===== src/rtl/data_mem_ctrl.sv =====
// Byte-addressed data memory behind a valid/ready request port, returning a one-cycle response.
// Latency: accept at edge N, the resp_valid cycle ends at edge N+1+WAIT_STATES. Throughput: one request per WAIT_STATES+2 cycles.
// Backpressure: req_ready is high only in IDLE. The response cannot be stalled, so the consumer must take it in its valid cycle.
module data_mem_ctrl #(
    parameter int DEPTH_WORDS = 64,
    parameter int ADDR_W      = $clog2(DEPTH_WORDS) + 2,
    parameter int WAIT_STATES = 1
) (
    input  logic              clk,
    input  logic              rst_n,
    input  logic              req_valid,
    output logic              req_ready,
    input  logic              req_we,
    input  logic [2:0]        req_funct3,
    input  logic [ADDR_W-1:0] req_addr,
    input  logic [31:0]       req_wdata,
    output logic              resp_valid,
    output logic [31:0]       resp_rdata,
    output logic              resp_fault
);

    typedef enum logic [1:0] {
        S_IDLE = 2'd0,
        S_WAIT = 2'd1,
        S_RESP = 2'd2
    } state_t;

    localparam logic [3:0] WS = 4'(WAIT_STATES);

    state_t state, state_nxt;
    logic [3:0] cnt, cnt_nxt;
    logic       accept;

    // Request fields latched at accept; the live inputs are ignored afterwards.
    logic              we_q;
    logic [2:0]        f3_q;
    logic [ADDR_W-1:0] addr_q;
    logic [31:0]       wdata_q;

    logic [31:0] mem [DEPTH_WORDS];

    logic [ADDR_W-3:0] widx;
    logic [1:0]        lane;
    logic              legal_f3;
    logic              misaligned;
    logic              fault;
    logic [31:0]       rword;
    logic [7:0]        ld_byte;
    logic [15:0]       ld_half;
    logic [31:0]       ld_data;

    assign widx = addr_q[ADDR_W-1:2];
    assign lane = addr_q[1:0];

    // Classify the latched request: a legal funct3 for its direction, and natural alignment for its size.
    always_comb begin
        legal_f3   = 1'b0;
        misaligned = 1'b0;
        case (f3_q)
            3'b000: legal_f3 = 1'b1;
            3'b001: begin
                legal_f3   = 1'b1;
                misaligned = addr_q[0];
            end
            3'b010: begin
                legal_f3   = 1'b1;
                misaligned = |addr_q[1:0];
            end
            3'b100: legal_f3 = !we_q;
            3'b101: begin
                legal_f3   = !we_q;
                misaligned = addr_q[0];
            end
            default: legal_f3 = 1'b0;
        endcase
        fault = !legal_f3 || misaligned;
    end

    // Load path: select the byte or half by lane, then sign- or zero-extend. funct3[2] selects the unsigned variants.
    always_comb begin
        rword   = mem[widx];
        ld_byte = rword[{lane, 3'b000} +: 8];
        ld_half = rword[{addr_q[1], 4'b0000} +: 16];
        case (f3_q[1:0])
            2'b00:   ld_data = f3_q[2] ? {24'h0, ld_byte} : {{24{ld_byte[7]}}, ld_byte};
            2'b01:   ld_data = f3_q[2] ? {16'h0, ld_half} : {{16{ld_half[15]}}, ld_half};
            default: ld_data = rword;
        endcase
    end

    // FSM state and wait counter register.
    always_ff @(posedge clk) begin
        if (!rst_n) begin
            state <= S_IDLE;
            cnt   <= 4'd0;
        end else begin
            state <= state_nxt;
            cnt   <= cnt_nxt;
        end
    end

    // Next-state and output decode. The response fields are driven only in RESP, so they read 0 at every other time.
    always_comb begin
        state_nxt  = state;
        cnt_nxt    = cnt;
        accept     = 1'b0;
        req_ready  = 1'b0;
        resp_valid = 1'b0;
        resp_rdata = 32'h0;
        resp_fault = 1'b0;
        case (state)
            S_IDLE: begin
                req_ready = 1'b1;
                cnt_nxt   = 4'd0;
                if (req_valid) begin
                    accept    = 1'b1;
                    state_nxt = (WS == 4'd0) ? S_RESP : S_WAIT;
                end
            end
            S_WAIT: begin
                cnt_nxt = cnt + 4'd1;
                if (cnt + 4'd1 == WS) begin
                    state_nxt = S_RESP;
                end
            end
            S_RESP: begin
                resp_valid = 1'b1;
                resp_fault = fault;
                resp_rdata = (fault || we_q) ? 32'h0 : ld_data;
                cnt_nxt    = 4'd0;
                state_nxt  = S_IDLE;
            end
            default: begin
                state_nxt = S_IDLE;
                cnt_nxt   = 4'd0;
            end
        endcase
    end

    // Capture the request on accept.
    always_ff @(posedge clk) begin
        if (accept) begin
            we_q    <= req_we;
            f3_q    <= req_funct3;
            addr_q  <= req_addr;
            wdata_q <= req_wdata;
        end
    end

    // Commit the store at the edge that ends RESP. Reset at that edge, or a fault, suppresses the write. The array is never cleared.
    always_ff @(posedge clk) begin
        if (rst_n && state == S_RESP && we_q && !fault) begin
            case (f3_q[1:0])
                2'b00:   mem[widx][{lane, 3'b000} +: 8]      <= wdata_q[7:0];
                2'b01:   mem[widx][{addr_q[1], 4'b0000} +: 16] <= wdata_q[15:0];
                default: mem[widx]                           <= wdata_q;
            endcase
        end
    end

endmodule


===== config.mk =====
export PLATFORM = sky130hd
export DESIGN_NAME = data_mem_ctrl
export DESIGN_NICKNAME = d
export VERILOG_FILES = /design/src/rtl/data_mem_ctrl.sv
export SDC_FILE = /design/constraint.sdc
export NUM_CORES = 2
export LEC_CHECK = 0
export ABC_CLOCK_PERIOD_IN_PS = 6900
export CAP_MARGIN = 20
export CORE_MARGIN = 1
export CORE_UTILIZATION = 30
export DETAILED_ROUTE_END_ITERATION = 10
export MAX_ROUTING_LAYER = met4
export SLEW_MARGIN = 20
export SYNTH_ARGS = -nofsm -noshare
export SYNTH_HDL_FRONTEND = slang
export SYNTH_SLANG_ARGS = --single-unit

===== constraint.sdc =====
create_clock -name clk -period 6.9 [get_ports clk]
set_clock_uncertainty 0.2 [all_clocks]
set_input_delay 0.69 -clock clk [delete_from_list [all_inputs] [get_ports clk]]
set_output_delay 0.69 -clock clk [all_outputs]
set_load 0.01 [all_outputs]

==> metrics.yaml <==
status:
  status: "complete, but fails checks"
  violations: "negative setup slack"
floorplan:
  fp.dieH_um: 527.1
  pin_count: 82
  dieArea_um2: 277800
  fp-row-count: 192
  die_w_um: 527.1
  core_um2: 273900
  initial_core_util: 0.3021
timing:
  tightest_slew_ns: 1.257
  hold_viol: 0
  hold_slack_ns: 0.1809
  slew_violations: 0
  fin_crit_ns: 6.935
  worst_slack_ns: -0.03539
  grt_setup_unrepaired: "no"
  max_slew_margin: 0.1588
  fmax_ghz: 0.1442
  period_share: 1.005
  setup-violations-final: 1
place:
  dp_hpwl_mm: 170.3
  gp_congestion: 1.039
  io_buffer_count: 81
  placedCellCount: 7622
  dpl_cell_area_um2: 87960
  place_ws_ns: 0.5534
route:
  highest_layer: "met4"
  dr.pass1.iters: 9
  wl_per_cell_um: 32.32
  wl_met1_mm: 98.29
  dr_wl_met3_mm: 23.23
  drc: 0
  num_vias: 43470
  routed_via_density: 5.414
  ant_nets: 0
  drt_iter0_markers: 5518
  wl_met2_mm: 118.0
  totalWireLength_mm: 259.5
worst_setup_path:
  worst_ep_required_time_ns: 6.01
  cp_max_fo: 35
  cp_top_family: "compound AO/OA/AOI/OAI gates"
  critPathBufInv: 3
  cp_slowest_cell: "a21oi_1"
  cp_common_cell: "a21oi_1"
  critPathKind: "flip-flop to output pin"
  worstSetupStartpointType: "flip-flop"
  critPathCaptureType: "output pin"
  slowest_delay_ns: 0.73
  crit_arrival_ns: 6.05
  path_cells: "buf_4 > nor2b_4 > buf_6 > a22oi_1 > a21oi_1 > a21oi_1 > o21bai_2 > a311oi_1 > a21oi_1 > clkdlybuf4s50_1"
logic_synthesis:
  seq_area_frac_synth: 0.7623
  yosys.area.top_type: "edfxtp_1"
  ys.flop_type: "edfxtp_1"
  synth_nets: 4088
  synth_common_cells: "edfxtp_1 (2092), mux4_2 (467), nor2_1 (342)"
  ys_warn_count: 0
  synth.top_cell.area_share: 0.7594
  ys_top_cells_by_area: "edfxtp_1 (76%), mux4_2 (13%), nor2_1 (1.6%)"
  syn_area_um2: 82720
  ys_ff_latch: 2104
  syn_inst: 4035
  synth_cell_types: 75
  yosysMostFrequentCell: "edfxtp_1"
  post_synth.cell_area_avg_um2: 20.50
  synth-edff-count: 2092
  synth-async-reset-ratio: 0
cells_and_area:
  fillers: 25410
  area_growth_pct: 14.53
  final_cells: 8029
  layout-drive-gt1-share: 0.2271
  fin_area_um2: 94740
  fin_nets: 4298
power:
  vdd_drop_max_mv: 0.2289
  power_frac_comb: 0.099
  power_switching_mw: 6.862
  powerDensity_nw_per_um2: 297.6
  finalPower_mw: 28.20
  seq_power_share: 0.504
  pwr-share-clk: 0.398
  p_leak_nw: 28.16
  swShare: 0.2433
  intPower_mw: 21.34
cts:
  clk_pin_slew_ns: 0.07
  cts_sinks: 2104
  post_cts_buffers: 0
  clk_latency_ns: 0.88
  cts_root_buf: "clkbuf_16"
  tritoncts: "built"
  cts_buffer_depth: 3
  numCtsBuffers: 210
  htree_levels: 4
grt:
  grt_overflow: 0
  first_global_vias: 42820
  grt_usage: 0.1901
  grt_start_max_net_pins: 81
  grt_pass1_wl_mm: 355.3
  antenna_found_initial: 15
worst_hold_path:
  hp-class: "input pin to flip-flop"
job:
  cap_violations: 0
through the flow:
| step | TNS [ns] | utilization |
|---|---|---|
| 2_1_floorplan | 0 | - |
| 3_3_place_gp | 0 | 0.3211 |
| 3_5_place_dp | 0 | 0.3212 |
| 4_1_cts | 0 | 0.3457 |
| 5_1_grt | 0 | 0.3459 |
| 6_report | -0.03539 | 0.3460 |
power by group through the flow:
stage	sequential [mW]	combinational, mW	clock, mW
6_report	14.2	2.78	11.2
2_1_floorplan	14.4	1.64	0
5_1_grt	14.2	2.83	11.8
4_1_cts	14.2	2.74	11.3
3_5_place_dp	14.5	2.73	0
3_3_place_gp	14.5	2.71	0
repair_timing:
item / CTS / global route
pin swaps: 0 / 0
endpoints found under the setup margin: 1 / 1
resized for setup: 2 / 1
hold buffers: 0 / 0
hold endpoints to repair: 0 / 0
path summary, 6_finish.rpt:
check                     from       endpoint  slack, ns  cells after the start
setup / recovery     flip-flop  resp_rdata[5]      -0.04                     10
hold / removal    req_wdata[1]     wdata_q[1]       0.18                      1
setup reg to reg     addr_q[0]     mem[19][2]       1.58                      9
hold reg to reg         cnt[0]         cnt[0]       0.27                      1
cell families after synthesis:
kind of cell,count (synthesis),synth area share
compound gates,397,0.03568
flops,2104,0.7623
buf+inv,248,0.01903
fa+ha+maj,6,0.0009075
simple gates,671,0.03504
mux,607,0.1468
xor+xnor,2,0.0002118
placed cells by master (no fill, tap or decap), types with 12 or more instances in the layout:
master	count
a22o_2	14
a21oi_1	47
clkinv_2	48
edfxtp_1	2092
o221ai_1	16
mux4_1	13
mux4_2	467
nor3_1	33
a22oi_1	100
nand2_1	146
clkbuf_16	212
clkinv_1	61
o22ai_1	55
bufinv_16	17
clkdlybuf4s50_1	81
buf_12	12
a31oi_1	13
diode_2	19
nand3_1	56
a211oi_1	25
a221oi_1	13
clkbuf_1	35
nor2_1	333
nor2b_1	15
buf_4	131
a22o_1	23
mux2i_1	115
registers in the layout, indices dropped and copies added (netlist names), named ones only:
| signal | cells |
|---|---|
| addr_q | 8 |
| cnt | 4 |
| f3_q | 3 |
| mem | 2048 |
| state | 2 |
| wdata_q | 32 |
| we_q | 1 |
layout make-up:
cell class                      instances  area (um^2)  area share
Clock inverter                        141         1265     0.01335
Inverter                               21        80.08   0.0008452
Tap cell                             3589         4491     0.04740
Antenna cell                           19        47.55   0.0005018
Clock buffer                          247         5436     0.05738
Sequential cell                      2104        63080      0.6657
Multi-Input combinational cell       1683        18300      0.1932
Timing Repair Buffer                  225         2046     0.02159
per-layer routing:
metal	up-vias	track usage
met5	-	-
met4	0	0.1272
met3	601	0.04576
met2	2335	0.2801
met1	23270	0.2322
li1	17260	-
Note: power is estimated with default switching activity, not from simulation.
